**src/rtl/sda_link_pkg.sv**
```systemverilog
`default_nettype none
// ============================================================================
//  Module   : sda_link_pkg
//  Purpose  : Definitions shared by both ends of the two-wire scl/sda nibble
//             link. Holds the default payload width, the bus levels that
//             mark START/STOP, and the receiver state encoding.
//  Ports    : none (package)
//  Revision : 1.0 - initial release
// ============================================================================
package sda_link_pkg;

    // Default number of data bits per frame, sent MSB first.
    localparam int c_NBITS_DEFAULT = 4;

    // Level of an idle (released) bus line; the board pulls both lines up.
    localparam logic c_BUS_IDLE = 1'b1;

    // START is sda falling to this level while scl is high,
    // STOP is sda rising to this level while scl is high.
    localparam logic c_SDA_START_LEVEL = 1'b0;
    localparam logic c_SDA_STOP_LEVEL  = 1'b1;

    // Receiver state encoding.
    localparam logic [1:0] c_IDLE      = 2'd0;
    localparam logic [1:0] c_RECV      = 2'd1;
    localparam logic [1:0] c_WAIT_STOP = 2'd2;

endpackage : sda_link_pkg
`default_nettype wire

```
**src/rtl/bit_sync.sv**
```systemverilog
`default_nettype none
// ============================================================================
//  Module   : bit_sync
//  Purpose  : Multi-flop synchronizer that brings one asynchronous bus line
//             into the local clock domain. Flops reset to the idle bus level
//             so that leaving reset never looks like a bus edge.
//  Ports    : clk  in  1  local clock
//             rst  in  1  asynchronous active-low reset
//             i_d  in  1  asynchronous input line
//             o_q  out 1  synchronized line
//  Revision : 1.0 - initial release
// ============================================================================
module bit_sync
    import sda_link_pkg::*;
#(
    parameter int SYNC_STAGES = 2
) (
    input  wire logic clk,
    input  wire logic rst,
    input  wire logic i_d,
    output logic      o_q
);

    logic [SYNC_STAGES-1:0] r_sync;

    always_ff @(posedge clk or negedge rst) begin
        if (!rst) begin
            r_sync <= {SYNC_STAGES{c_BUS_IDLE}};
        end else begin
            r_sync <= {r_sync[SYNC_STAGES-2:0], i_d};
        end
    end

    assign o_q = r_sync[SYNC_STAGES-1];

endmodule : bit_sync
`default_nettype wire

```
**src/rtl/sdat_rx.sv**
```systemverilog
`default_nettype none
// ============================================================================
//  Module   : sdat_rx
//  Purpose  : Receiver for the two-wire scl/sda nibble link. Oversamples the
//             bus, detects START/STOP/scl-rise, shifts in NBITS data bits MSB
//             first and, on a well-formed frame, presents the nibble plus a
//             one-hot decode of it.
//  Ports    : sclk       in  1      local clock (>=4x bus toggle rate)
//             rst        in  1      asynchronous active-low reset
//             scl        in  1      bus clock (asynchronous)
//             sda        in  1      bus data (asynchronous, pulled up)
//             data_out   out NBITS  last good nibble
//             outhigh    out OUT_W  one-hot of data_out (all 0 after reset)
//             valid      out 1      1-cycle pulse on data_out/outhigh update
//             frame_err  out 1      1-cycle pulse on a malformed frame
//             busy       out 1      high from START until the frame ends
//  Revision : 1.0 - initial release
// ============================================================================
module sdat_rx
    import sda_link_pkg::*;
#(
    parameter int NBITS       = c_NBITS_DEFAULT,
    parameter int OUT_W       = 16,
    parameter int SYNC_STAGES = 2
) (
    input  wire logic             sclk,
    input  wire logic             rst,
    input  wire logic             scl,
    input  wire logic             sda,
    output logic [NBITS-1:0]      data_out,
    output logic [OUT_W-1:0]      outhigh,
    output logic                  valid,
    output logic                  frame_err,
    output logic                  busy
);

    localparam int                 c_CNT_W    = $clog2(NBITS + 1);
    localparam logic [c_CNT_W-1:0] c_CNT_LAST = c_CNT_W'(NBITS - 1);
    localparam logic [OUT_W-1:0]   c_ONE      = OUT_W'(1);

    // ------------------------------------------------------------------
    // Input synchronizers
    // ------------------------------------------------------------------
    logic w_scl_s;
    logic w_sda_s;

    bit_sync #(.SYNC_STAGES(SYNC_STAGES)) u_sync_scl (
        .clk (sclk),
        .rst (rst),
        .i_d (scl),
        .o_q (w_scl_s)
    );

    bit_sync #(.SYNC_STAGES(SYNC_STAGES)) u_sync_sda (
        .clk (sclk),
        .rst (rst),
        .i_d (sda),
        .o_q (w_sda_s)
    );

    // ------------------------------------------------------------------
    // Edge detection. START/STOP need scl high in both samples, so a sample
    // where scl and sda move together only ever yields the scl edge.
    // ------------------------------------------------------------------
    logic r_scl_prev;
    logic r_sda_prev;
    logic w_start;
    logic w_stop;
    logic w_rise;
    logic r_start;
    logic r_stop;
    logic r_rise;

    assign w_start = w_scl_s & r_scl_prev &  r_sda_prev & ~w_sda_s;
    assign w_stop  = w_scl_s & r_scl_prev & ~r_sda_prev &  w_sda_s;
    assign w_rise  = ~r_scl_prev & w_scl_s;

    // Events are registered once before the FSM acts on them. In the cycle
    // an event flag is high, r_sda_prev holds the sda sample that produced
    // it, which is the data bit for a registered rise.
    always_ff @(posedge sclk or negedge rst) begin
        if (!rst) begin
            r_scl_prev <= c_BUS_IDLE;
            r_sda_prev <= c_BUS_IDLE;
            r_start    <= 1'b0;
            r_stop     <= 1'b0;
            r_rise     <= 1'b0;
        end else begin
            r_scl_prev <= w_scl_s;
            r_sda_prev <= w_sda_s;
            r_start    <= w_start;
            r_stop     <= w_stop;
            r_rise     <= w_rise;
        end
    end

    // ------------------------------------------------------------------
    // Frame FSM with shift/count and registered outputs
    // ------------------------------------------------------------------
    logic [1:0]         r_state;
    logic [c_CNT_W-1:0] r_cnt;
    logic [NBITS-1:0]   r_shift;
    logic [NBITS-1:0]   r_data;
    logic [OUT_W-1:0]   r_onehot;
    logic               r_valid;
    logic               r_err;
    logic               r_busy;

    always_ff @(posedge sclk or negedge rst) begin
        if (!rst) begin
            r_state  <= c_IDLE;
            r_cnt    <= '0;
            r_shift  <= '0;
            r_data   <= '0;
            r_onehot <= '0;
            r_valid  <= 1'b0;
            r_err    <= 1'b0;
            r_busy   <= 1'b0;
        end else begin
            r_valid <= 1'b0;
            r_err   <= 1'b0;
            case (r_state)
                c_IDLE: begin
                    if (r_start) begin
                        r_state <= c_RECV;
                        r_cnt   <= '0;
                        r_shift <= '0;
                        r_busy  <= 1'b1;
                    end
                end

                c_RECV: begin
                    if (r_start) begin
                        // Repeated START simply begins the frame again.
                        r_cnt   <= '0;
                        r_shift <= '0;
                    end else if (r_stop) begin
                        // Any STOP here arrives before all bits are in.
                        r_err   <= 1'b1;
                        r_busy  <= 1'b0;
                        r_state <= c_IDLE;
                    end else if (r_rise) begin
                        r_shift <= {r_shift[NBITS-2:0], r_sda_prev};
                        r_cnt   <= r_cnt + c_CNT_W'(1);
                        if (r_cnt == c_CNT_LAST) begin
                            r_state <= c_WAIT_STOP;
                        end
                    end
                end

                c_WAIT_STOP: begin
                    // Rises here are the transmitter's pre-stop low bit and
                    // are dropped; the shift register never overflows.
                    if (r_stop) begin
                        r_data   <= r_shift;
                        r_onehot <= c_ONE << r_shift;
                        r_valid  <= 1'b1;
                        r_busy   <= 1'b0;
                        r_state  <= c_IDLE;
                    end else if (r_start) begin
                        r_err   <= 1'b1;
                        r_cnt   <= '0;
                        r_shift <= '0;
                        r_state <= c_RECV;
                    end
                end

                default: begin
                    r_busy  <= 1'b0;
                    r_state <= c_IDLE;
                end
            endcase
        end
    end

    assign data_out  = r_data;
    assign outhigh   = r_onehot;
    assign valid     = r_valid;
    assign frame_err = r_err;
    assign busy      = r_busy;

endmodule : sdat_rx
`default_nettype wire

```
**config.mk**
```make
export PLATFORM = sky130hd
export DESIGN_NAME = sdat_rx
export DESIGN_NICKNAME = d
export VERILOG_FILES = /design/src/rtl/sda_link_pkg.sv /design/src/rtl/bit_sync.sv /design/src/rtl/sdat_rx.sv
export SDC_FILE = /design/constraint.sdc
export NUM_CORES = 1
export LEC_CHECK = 0
export BUFFER_PORTS_ARGS = -buffer_cell sky130_fd_sc_hd__clkbuf_2
export CORE_MARGIN = 1
export CORE_UTILIZATION = 40
export CTS_CLUSTER_SIZE = 25
export DETAILED_ROUTE_END_ITERATION = 7
export SYNTH_ARGS = -nofsm -noshare
export SYNTH_HDL_FRONTEND = slang
export SYNTH_SLANG_ARGS = --single-unit
export TNS_END_PERCENT = 20
```
**constraint.sdc**
```tcl
create_clock -name sclk -period 2.4 [get_ports sclk]
set_clock_uncertainty 0.15 [all_clocks]
set_input_delay 0.48 -clock sclk [delete_from_list [all_inputs] [get_ports sclk]]
set_output_delay 0.48 -clock sclk [all_outputs]
set_load 0.005 [all_outputs]
```
==> impl_metrics.env, run 1 <==
export IMPL_status="completed"
export IMPL_final_hold_violation_count=0
export IMPL_syn_num_nets=173
export IMPL_ys_types=34
export IMPL_grt_pass1_vias=1164
export IMPL_cpMaxStageDelayCell="a2111o_1"
export IMPL_detailed_place_hpwl_mm=2.33
export IMPL_cts_sinks=41
export IMPL_power_leakage_nw=1.02
export IMPL_place_gp_congestion=0.728
export IMPL_die_x_um=68.2
export IMPL_io_pins=27
export IMPL_path_clk_slew_ns=0.07
export IMPL_fin_crit_ns=1.98
export IMPL_die_h_um=68.2
export IMPL_wl_per_cell_um=13.2
export IMPL_cts_resized=0
export IMPL_crit_type="reg2reg"
export IMPL_clock_fmax_ghz=0.504
export IMPL_synth_top_family_by_area="simple AND/OR/NAND/NOR gates"
export IMPL_tightest_slew_ns=0.822
export IMPL_critical_path_max_fanout=8
export IMPL_crit_family="compound AO/OA/AOI/OAI gates"
export IMPL_num_vias=1228
export IMPL_synth_seq_cells=41
export IMPL_io_buffers=26
export IMPL_crit_arrival_ns=2.01
export IMPL_synth_fa_ha_area_share_pct=5.70
export IMPL_drc=0
export IMPL_grt_use_total_pct=15.6
export IMPL_syn_to_final_growth_pct=16.6
export IMPL_antenna_found_initial=0
export IMPL_grt_max_degree=36
export IMPL_nets=203
export IMPL_finalPower_mw=1.67
export IMPL_via_per_inst=5.07
export IMPL_initial_utilization_pct=42.7
export IMPL_netlist_instances=161
export IMPL_clock_latency_ns=0.29
export IMPL_grt_pass1_wl_mm=5.24
export IMPL_syn_area_per_cell_um2=10.9
export IMPL_rsz0062_at_grt="no"
export IMPL_cts_root_buffer="clkbuf_8"
export IMPL_worst_path_buf_inv=1
export IMPL_endpoint_kind="register"
export IMPL_drtPass1Iterations=4
export IMPL_synth_top_cell_by_area="dfrtp_1"
export IMPL_period_share_pct=82.7
export IMPL_tns_ns=0
export IMPL_num_antenna_cells=0
export IMPL_synth_compound_gate_area_share_pct=12.2
export IMPL_path_cells="inv_1 -> ha_1 -> nor2b_1 -> a2111o_1 -> mux2_4"
export IMPL_synth_area_leaders="dfrtp_1, dfstp_2, nand2_1, ha_1, o21ai_0"
export IMPL_overflow=0
export IMPL_yosysSeqAreaShare_pct=58.9
export IMPL_drive_gt1_share_pct=30.7
export IMPL_num_rows=23
export IMPL_die_area_um2=4660
export IMPL_cts_setup_buffers=0
export IMPL_start_kind="register"
export IMPL_cts_inserted_buffers=5
export IMPL_peakVddDrop_mv=0.346
export IMPL_hold_path_class="in2reg"
export IMPL_worst_path_largest_cell_delay_ns=0.49
export IMPL_dp_cells=234
export IMPL_wl_mm=3.20
export IMPL_cts_tree="done"
export IMPL_most_common_layout_cells="nand2_1, dfrtp_1, clkbuf_2, o21ai_0, ha_1"
export IMPL_drtIter0Drc=75
export IMPL_ctsLongestPathBuffers=2
export IMPL_r2r_slack_ns=0.42
export IMPL_p_per_area_nw_per_um2=814
export IMPL_post_cts_hold_buffer_count=0
export IMPL_yosysWarnings=0
export IMPL_yosysTopAreaCellShare_pct=49.9
export IMPL_maxSlewViolCount=0
export IMPL_yosys_area_share_simple_pct=19.1
export IMPL_core_area_um2=4120
export IMPL_synth_area_um2=1760
export IMPL_synth_xor_area_share_pct=0
export IMPL_nFillCells=390
export IMPL_required_ns=2.42
export IMPL_cap_violations=0
export IMPL_slew_headroom_pct=45.2
export IMPL_drtAntennaViolNets=0
export IMPL_htreeDepth=2
export IMPL_finalSetupViolations=0
export IMPL_fin_cells=242
export IMPL_yosys_mux_area_fraction_pct=0.855
==> final timing paths <==
kind	start	cells past startpoint	endpoint
setup / recovery	r_state[1]	5	r_cnt[0]
hold / removal	sda	1	u_sync_sda.r_sync[0]
setup reg to reg	r_state[1]	5	r_cnt[0]
hold reg to reg	u_sync_scl.r_sync[0]	0	u_sync_scl.r_sync[1]
max in group asynchronous	rst	2	outhigh[0]
min in group asynchronous	rst	1	outhigh[15]
==> report_power, final <==
| group | switching [mW] | internal, mW |
|---|---|---|
| combinational | 0.191 | 0.148 |
| clock | 0.229 | 0.309 |
| sequential | 0.0490 | 0.741 |
| total | 0.469 | 1.20 |
==> layout make-up <==
cell class | count | area, um2 | share of cell area, %
clock buffers | 6 | 72.6 | 3.55
clock inverters | 2 | 35.0 | 1.71
inverters | 7 | 26.3 | 1.28
multi-input cells | 107 | 664 | 32.5
flip-flops and latches | 41 | 1030 | 50.5
well taps | 50 | 62.6 | 3.06
repair buffers | 29 | 153 | 7.46
==> logic make-up (layout without fill, tap and decap cells) <==
kind of cell,count (synthesis),count (layout)
buffers and inverters,13,44
adders and majority gates,8,8
and+or+nand+nor,65,65
AOI/OAI and AO/OA,33,33
muxes,1,1
DFF,41,41
==> through the flow <==
| step | hold WS [ns] | setup WS, ns | area [um2] | util (%) |
|---|---|---|---|---|
| 3_3_place_gp | 0.197 | 0.506 | 1940 | 47.1 |
| 3_5_place_dp | 0.197 | 0.442 | 1940 | 47.1 |
| 4_1_cts | 0.108 | 0.428 | 2050 | 49.7 |
| 2_1_floorplan | 0.0344 | 0.589 | 1760 | - |
| 6_report | 0.114 | 0.416 | 2050 | 49.7 |
| 5_1_grt | 0.101 | 0.341 | 2050 | 49.7 |
==> per-layer routing <==
layer  GRT usage, %  wire length (um)  vias to the layer above
li1               -                 -                      595
met1           19.1              1460                      598
met2           25.7              1580                       30
met3           4.00               119                        5
met4           7.03                43                        0
met5              0                 0                        -
==> sequential cells by signal (all words and copies together) (netlist names), 2 cells and up <==
name               flops
r_cnt                  3
r_state                2
r_shift                4
u_sync_scl.r_sync      2
data_out               4
u_sync_sda.r_sync      2
outhigh               16
==> Yosys cell counts <==
cell type  count
a2111o_1       1
a21oi_1        2
a22o_2         5
a22oi_1        2
a31oi_1        2
and2_2         1
and2b_2        2
and4_1         1
buf_2          1
buf_6          1
clkbuf_1       4
dfrtp_1       35
dfstp_2        6
ha_1           8
inv_1          6
inv_2          1
mux2_4         1
nand2_1       35
nand2_4        1
nand2b_1       5
nand2b_4       1
nand3_1        2
nand3b_1       1
nor2_1         3
nor2b_1        3
nor3_1         1
nor3b_1        2
o21ai_0       17
o21bai_1       2
o31ai_1        2
or2_2          4
or3_1          1
or3_2          1
or4_1          1
Note: power is estimated with default switching activity, not from simulation.
==> run 2: changes to the inputs <==
clock period = 1.8 ns   (was 2.4 ns; I/O delays follow)
==> impl_metrics.env, run 2 (synthesis gave the netlist of run 1 again) <==
export IMPL_die_x_um=68.2
export IMPL_routed_wl_met2_mm=1.48
export IMPL_overflow=0
export IMPL_grt_pass1_vias=1219
export IMPL_ctsLongestPathBuffers=2
export IMPL_drc=0
export IMPL_fin_cells=257
export IMPL_grt_max_degree=42
export IMPL_pre_cts_ws_ns=-0.0472
export IMPL_p_per_area_nw_per_um2=1060
export IMPL_critical_path_max_fanout=8
export IMPL_drt_met1_wl_mm=1.59
export IMPL_num_antenna_cells=0
export IMPL_finalSetupViolations=2
export IMPL_antenna_found_initial=0
export IMPL_maxUsedRoutingLayer="met4"
export IMPL_maxSlewViolCount=0
export IMPL_crit_type="reg2reg"
export IMPL_initial_utilization_pct=42.7
export IMPL_rsz0062_at_grt="yes"
export IMPL_num_rows=23
export IMPL_detailed_place_hpwl_mm=2.29
export IMPL_final_hold_violation_count=0
export IMPL_r2r_start="r_state[1]"
export IMPL_start_kind="register"
export IMPL_fin_crit_ns=1.84
export IMPL_clock_latency_ns=0.28
export IMPL_drive_gt1_share_pct=37.7
export IMPL_violations="setup timing"
export IMPL_status="complete, but fails checks"
export IMPL_die_area_um2=4660
export IMPL_wl_mm=3.22
export IMPL_final_core_util_pct=53.3
export IMPL_cts_root_buffer="clkbuf_8"
export IMPL_core_area_um2=4120
export IMPL_clock_fmax_ghz=0.544
export IMPL_cts_sinks=41
export IMPL_num_vias=1239
export IMPL_layout_setup_ws_ns=-0.0399
export IMPL_crit_start="r_state[1]"
export IMPL_hold_path_class="reg2reg"
export IMPL_final_common_cell="nand2_1"
export IMPL_wl_per_cell_um=12.5
export IMPL_wl_met3_um=120
export IMPL_nets=218
export IMPL_r2r_slack_ns=-0.04
export IMPL_endpoint="r_cnt[0]"
export IMPL_rr_worst_depth=5
export IMPL_io_pins=27
export IMPL_htreeDepth=2
export IMPL_finalPower_mw=2.33
export IMPL_dp_cells=241
export IMPL_tns_ns=-0.0506
export IMPL_syn_to_final_growth_pct=25.0
export IMPL_drtIter0Drc=65
export IMPL_place_gp_congestion=0.767
export IMPL_cts_tree="done"
export IMPL_largest_reg_flops=16
export IMPL_tightest_slew_ns=0.501
export IMPL_crit_arrival_ns=1.86
export IMPL_slew_headroom_pct=66.6
export IMPL_most_common_layout_cells="nand2_1, dfrtp_1, clkbuf_2, buf_4, o21ai_0"
export IMPL_period_share_pct=102
export IMPL_required_ns=1.82
export IMPL_endpoint_kind="register"
export IMPL_cts_inserted_buffers=5
export IMPL_peakVddDrop_mv=0.567
export IMPL_drtPass1Iterations=4
export IMPL_io_buffers=26
export IMPL_grt_use_total_pct=16.2
export IMPL_cap_violations=0
export IMPL_drtAntennaViolNets=0
export IMPL_via_per_inst=4.82
export IMPL_die_h_um=68.2
export IMPL_grt_pass1_wl_mm=5.50
export IMPL_power_leakage_nw=1.09
export IMPL_path_clk_slew_ns=0.07
export IMPL_timing_rr_end="r_cnt[0]"
run 2: report_power, final:
group	total (mW)	internal [mW]	switching, mW
clock	0.637	0.346	0.291
combinational	0.639	0.334	0.305
sequential	1.06	0.990	0.0665
total	2.33	1.67	0.662
run 2: how the worst min path moves through the flow:
stage,start,endpoint,slack [ns],cells past startpoint
after global routing,u_sync_scl.r_sync[0],u_sync_scl.r_sync[1],0.21,0
after global placement,u_sync_sda.r_sync[0],u_sync_sda.r_sync[1],0.20,0
final,u_sync_scl.r_sync[0],u_sync_scl.r_sync[1],0.21,0
after floorplan,rst,busy,-0.09,0
after CTS,u_sync_scl.r_sync[0],u_sync_scl.r_sync[1],0.21,0
after detailed placement,u_sync_scl.r_sync[0],u_sync_scl.r_sync[1],0.20,0
run 2: cell type report:
type                    instances  area [um2]
flip-flops and latches         41        1030
clock buffers                   7        96.3
well taps                      50        62.6
inverters                       7        26.3
clock inverters                 1        5.00
multi-input cells             107         697
repair buffers                 44         273
fillers                       356        1920
run 2: metrics by stage:
| step | hold slack, ns | area [um2] |
|---|---|---|
| finish | 0.207 | 2190 |
| global route | 0.210 | 2190 |
| CTS | 0.208 | 2160 |
| detailed placement | 0.200 | 2020 |
| global placement | 0.197 | 2020 |
| floorplan | -0.0856 | 1780 |
run 2: per-layer routing:
| metal | track usage [%] | up-vias |
|---|---|---|
| li1 | - | 630 |
| met1 | 20.9 | 580 |
| met2 | 26.1 | 27 |
| met3 | 4.00 | 2 |
| met4 | 5.47 | 0 |
| met5 | 0 | - |
run 2: timing repair:
| item | in CTS | in global routing |
|---|---|---|
| endpoints found under the setup margin | 5 | 12 |
| hold buffers | 3 | 0 |
| endpoints found under the hold margin | 12 | 0 |
| gates resized for setup | 0 | 4 |
| pin swaps | 1 | 3 |
| buffers inserted | 2 | 3 |
run 2: worst max-delay path, stage by stage, from the launching register on:
cell and delay (ns):
dfrtp_1 0.41, inv_2 0.08, ha_4 0.16, nor2b_4 0.12, a2111o_1 0.52, mux2_4 0.29
